$ cat config.mk
export PLATFORM = sky130hd
export DESIGN_NAME = register_file
export DESIGN_NICKNAME = d
export VERILOG_FILES = /design/src/rtl/register_file.sv
export SDC_FILE = /design/constraint.sdc
export NUM_CORES = 2
export LEC_CHECK = 0
export CAP_MARGIN = 20
export CORE_ASPECT_RATIO = 1.25
export CORE_MARGIN = 3
export CORE_UTILIZATION = 40
export DETAILED_ROUTE_END_ITERATION = 16
export GPL_ROUTABILITY_DRIVEN = 0
export PLACE_DENSITY_LB_ADDON = 0.1
export SKIP_LAST_GASP = 1
export SYNTH_ARGS = -nofsm -noshare
export SYNTH_HDL_FRONTEND = slang
export SYNTH_SLANG_ARGS = --single-unit
$ cat constraint.sdc
create_clock -name clk_in -period 10.4 [get_ports clk_in]
set_input_delay 1.04 -clock clk_in [delete_from_list [all_inputs] [get_ports clk_in]]
set_output_delay 1.04 -clock clk_in [all_outputs]
set_load 0.005 [all_outputs]
$ cat src/rtl/register_file.sv
// register_file: architectural registers with ROB rename tags and operand resolution
module register_file #(
  parameter int ROB_WIDTH_BIT = 5
) (
  input  logic                     clk_in,
  input  logic                     rst_in,
  input  logic                     rdy_in,
  input  logic                     clear_in,
  input  logic [4:0]               commit_reg_id,
  input  logic [31:0]              commit_val,
  input  logic [ROB_WIDTH_BIT-1:0] commit_rob_id,
  input  logic [4:0]               new_reg_id,
  input  logic [ROB_WIDTH_BIT-1:0] new_rob_id,
  input  logic [4:0]               dec_rs1_reg,
  input  logic [4:0]               dec_rs2_reg,
  output logic [ROB_WIDTH_BIT-1:0] rob_rs1_id,
  output logic [ROB_WIDTH_BIT-1:0] rob_rs2_id,
  input  logic                     rob_rs1_ready,
  input  logic                     rob_rs2_ready,
  input  logic [31:0]              rob_rs1_val,
  input  logic [31:0]              rob_rs2_val,
  output logic [31:0]              rs1_val,
  output logic [31:0]              rs2_val,
  output logic                     rs1_has_dep,
  output logic                     rs2_has_dep,
  output logic [ROB_WIDTH_BIT-1:0] rs1_dep,
  output logic [ROB_WIDTH_BIT-1:0] rs2_dep
);
  logic [31:0]              value [32];
  logic                     busy  [32];
  logic [ROB_WIDTH_BIT-1:0] tag   [32];
  // Rename is applied after commit so it wins on the same register; x0 is never addressed
  always_ff @(posedge clk_in) begin
    if (!rst_in) begin
      for (int i = 0; i < 32; i++) begin
        value[i] <= '0;
        busy[i]  <= 1'b0;
        tag[i]   <= '0;
      end
    end else if (rdy_in) begin
      if (commit_reg_id != 5'd0) begin
        value[commit_reg_id] <= commit_val;
        if (busy[commit_reg_id] && tag[commit_reg_id] == commit_rob_id) busy[commit_reg_id] <= 1'b0;
      end
      if (clear_in) begin
        for (int i = 0; i < 32; i++) busy[i] <= 1'b0;
      end else if (new_reg_id != 5'd0) begin
        busy[new_reg_id] <= 1'b1;
        tag[new_reg_id]  <= new_rob_id;
      end
    end
  end
  logic b1, b2;
  assign b1          = busy[dec_rs1_reg];
  assign b2          = busy[dec_rs2_reg];
  assign rob_rs1_id  = b1 ? tag[dec_rs1_reg] : '0;
  assign rob_rs2_id  = b2 ? tag[dec_rs2_reg] : '0;
  assign rs1_has_dep = b1 && !rob_rs1_ready;
  assign rs2_has_dep = b2 && !rob_rs2_ready;
  assign rs1_dep     = rs1_has_dep ? tag[dec_rs1_reg] : '0;
  assign rs2_dep     = rs2_has_dep ? tag[dec_rs2_reg] : '0;
  assign rs1_val     = dec_rs1_reg == 5'd0 ? '0 : !b1 ? value[dec_rs1_reg] : rob_rs1_ready ? rob_rs1_val : '0;
  assign rs2_val     = dec_rs2_reg == 5'd0 ? '0 : !b2 ? value[dec_rs2_reg] : rob_rs2_ready ? rob_rs2_val : '0;
endmodule
==> reports/qor.txt <==
RUN STATUS
---------------------------------------------------------------------------------
Run status                                                           finished, final reports clean

ROUTE
---------------------------------------------------------------------------------
Number of vias per cell after detailed routing                               6.29
Post-DR wirelength/cell                                                   37.6 um
Total wirelength of the detailed-routed design                          250000 um
Vias                                                                        41900
Iteration count of the initial detailed-routing pass                            6
Initial DRC count                                                            6074
Remaining design rule violation count                                           0
Count of antenna-violating nets left after detailed routing                     0

GLOBAL ROUTING
---------------------------------------------------------------------------------
Vias in the first global route                                              41900
Global-route wire length before repair                                  345000 um
Total grt overflow                                                              0
GRT Util Overall                                                            29.1%
Maximum number of pins on one net before global-route repair                  126
Number of antenna violations at the first check in global routing              32

STA
---------------------------------------------------------------------------------
Fin crit share                                                              67.3%
Setup repair after global routing missed its margin                            no
Slew at the pin closest to its max-slew limit                             1210 ps
Max transition margin                                                       18.8%
Maximum clock frequency                                                   143 MHz
Final Hold Fails                                                                0
Count of pins over their slew limit                                             0
Worst Hold Margin                                                          509 ps
Setup-failing EPs final                                                         0
Worst clock skew                                                          19.7 ps
Minimum clock period after layout                                         7000 ps
Sum of negative setup slack                                                  0 ps

CELLS AND AREA
---------------------------------------------------------------------------------
Proportion of layout cells with a drive suffix above 1                      27.3%
Fin nets                                                                     4467
Area Overhead vs Synth                                                      13.7%
End-of-flow core utilization                                                45.9%
Non-filler instance count after layout                                       6655

HOLD PATH
---------------------------------------------------------------------------------
Hold WC Path Type                                                    register to register

CLOCK NETWORK
---------------------------------------------------------------------------------
Gates resized, CTS repair                                                       0
Maximum root-to-sink buffer count                                               3
Number of buffers added for setup after CTS                                     0
Clock root buffer                                                       clkbuf_16
Clock latency on the worst-skew pair                                       790 ps
Inserted Clock Buffers                                                        138
CTS tree                                                                     done
CTS HTree Levels                                                                4
Number of clock sinks seen by CTS                                            1216
CTS clk-pin slew, worst paths                                               60 ps
Number of buffers added to fix hold violations after cts                        0

LOGIC SYNTHESIS
---------------------------------------------------------------------------------
Synth Area in Adders                                                           0%
Synth unique cells                                                             51
Warning count from the yosys run                                                0
XOR/XNOR share of the synthesized area                                         0%
Top FF cell, synth                                                       edfxtp_1
Number of enable flip-flop cells after synthesis                             1184
Fraction of synthesized area in multiplexers                                28.0%
Cells after synthesis                                                        4271
Main combinational cell family by area after synthesis               multiplexers
Area fraction in and, or, nand and nor cells after synthesis                12.9%
Portion of the post-synthesis area used by sequential elements              53.9%
Fraction of synthesis flops using an asynchronous set or reset pin             0%
Area share of the leading cell type in the synthesized netlist              53.0%
Compound-Gate Fraction of Synth Area                                        2.32%
Average instance area after synthesis                                  15.7 sq um
Syn Std Cell Area                                                     67100 sq um
Seq cells post-synth                                                         1216
Most area-consuming cells after synthesis                            edfxtp_1, mux4_2, and2_1
Synth area leader                                                        edfxtp_1

WORST SETUP PATH
---------------------------------------------------------------------------------
Critical Path Start Type                                                input pin
Data arrival time of the worst path                                       5960 ps
Setup slack of the most critical reg-to-reg path                          7440 ps
Worst Path Max Fanout                                                         125
Setup crit end kind                                                  primary output
Worst EP required                                                         9360 ps
Critical path type                                                   input pin to primary output

POWER
---------------------------------------------------------------------------------
Ratio of total power to cell area                                     159 nW/um^2
Switching power                                                           3.06 mW
Internal power of the cells                                               9.09 mW
Maximum ir drop on the vdd rail                                            179 uV
Sequential Power Share                                                      47.5%
Total power after layout                                                  12.2 mW
Part of the power in the clock network                                      39.1%
Pleak                                                                     25.5 nW
Switching share of power                                                    25.2%
Part of the total power dissipated in combinational logic                   13.4%

FLOORPLAN
---------------------------------------------------------------------------------
Floorplan die height                                                       464 um
Area enclosed by the die boundary                                    173000 sq um
Horizontal die dimension                                                   372 um
Core area                                                            166000 sq um
Starting density of the core                                                40.4%
I/O pins                                                                      218
Site row count                                                                167

PLACED DESIGN
---------------------------------------------------------------------------------
Number of buffers inserted by port buffering                                  217
Post-Place Cells                                                             6390
Dpl hpwl                                                                141000 um

FLOW RUN
---------------------------------------------------------------------------------
Max-cap violations                                                              0

==> critical path, stage by stage <==
cell and delay [ps]:
buf_8 590, buf_12 760, mux4_2 410, mux4_2 510, mux2i_4 160, buf_4 630
o22ai_4 450, buf_4 380, a211oi_1 240, clkdlybuf4s50_1 540
==> Yosys cell counts, types with 3 or more instances <==
cell type / count
edfxtp_1: 1184
and2_1: 1123
mux4_2: 768
clkbuf_1: 336
mux2i_1: 140
nor2_1: 140
buf_2: 93
o21ai_0: 61
a211oi_1: 60
a21oi_1: 59
o22ai_1: 42
dfxtp_1: 32
and3_1: 30
nand2_1: 22
nor3_1: 22
a21oi_2: 20
buf_1: 20
nand2b_1: 15
nor2b_1: 13
nand3b_1: 10
nor4_1: 10
buf_6: 6
buf_4: 5
mux2_2: 5
nand3_1: 5
nand4bb_1: 5
nand4b_1: 4
nand4_1: 3
nor4_4: 3
or3b_2: 3
or4_4: 3
==> routing by layer <==
layer  up-vias  routed length (um)  GRT usage, %
met4         2                8820          10.2
met1     22400               98200          39.9
met2      2248              121000          46.7
li1      16900                   -             -
met3       419               21900          5.08
met5         -                   7             0
==> per-stage QoR <==
stage | instance area [sq um] | setup slack (ps)
after global routing | 76300 | 3170
after detailed placement | 72000 | 3370
after CTS | 76200 | 3370
final | 76300 | 3400
after global placement | 71900 | 3410
after floorplan | 67300 | 5360
==> kinds of logic (layout without fill, tap and decap cells) <==
logic type	Yosys count	after routing
other	1	60
DFF	1216	1216
muxes	915	915
AOI/OAI and AO/OA	250	250
buffers and inverters	462	590
and+or+nand+nor	1427	1427
==> final timing paths <==
| kind | start | end | cells past startpoint |
|---|---|---|---|
| worst min register to register | busy[0]$_DFF_P_ | busy[0]$_DFF_P_ | 1 |
| worst max register to register | tag[11][1]$_SDFFCE_PN0P_ | busy[13]$_DFF_P_ | 8 |
| worst min-delay path | busy[0]$_DFF_P_ | busy[0]$_DFF_P_ | 1 |
| worst max-delay path | dec_rs2_reg[1] | rs2_val[24] | 10 |
==> power groups by stage <==
stage                     clock network, mW  registers (mW)  logic (mW)
after CTS                              4.82            5.77        1.63
after floorplan                           0            5.83       0.972
after global placement                    0            5.86        1.63
after global routing                   5.01            5.80        1.70
final                                  4.75            5.78        1.63
after detailed placement                  0            5.87        1.63
==> layout by cell type, fill, tap and decap left out, types with 4 or more instances in the layout <==
cell type / Yosys / final
nand3b_1: 10 / 10
a21oi_2: 20 / 21
buf_6: 6 / 4
clkdlybuf4s50_1: 0 / 205
clkinv_2: 0 / 22
edfxtp_1: 1184 / 1184
and2_1: 1123 / 1123
buf_12: 0 / 6
nor2_1: 140 / 109
diode_2: 0 / 23
clkinvlp_4: 0 / 6
nor2_4: 0 / 31
nor2b_1: 13 / 13
nor3_1: 22 / 22
clkbuf_1: 336 / 28
inv_6: 0 / 5
o22ai_1: 42 / 40
a211oi_1: 60 / 60
mux2i_1: 140 / 140
a21oi_1: 59 / 58
o21ai_4: 0 / 31
o21ai_0: 61 / 30
bufinv_16: 0 / 5
nand4bb_1: 5 / 5
buf_4: 5 / 128
buf_8: 0 / 4
and3_1: 30 / 30
conb_1: 1 / 37
nor4_1: 10 / 10
clkbuf_16: 0 / 147
nand2b_1: 15 / 15
dfxtp_1: 32 / 32
clkinv_1: 0 / 26
nand2_1: 22 / 22
mux4_2: 768 / 768
nand4b_1: 4 / 4
mux2_2: 5 / 5
==> cell type report <==
cell class,instances,area (sq um)
well taps,2197,2750
clock buffers,175,3780
flip-flops and latches,1216,36200
multi-input cells,2629,29800
repair buffers,348,3270
diodes,23,57.6
clock inverters,65,467
inverters,2,7.51
fillers,14600,90000
==> flip-flops by register name, indices dropped and copies added (netlist names) <==
register	cells
value	1024
tag	160
busy	32
(Power assumes the default switching activity.)
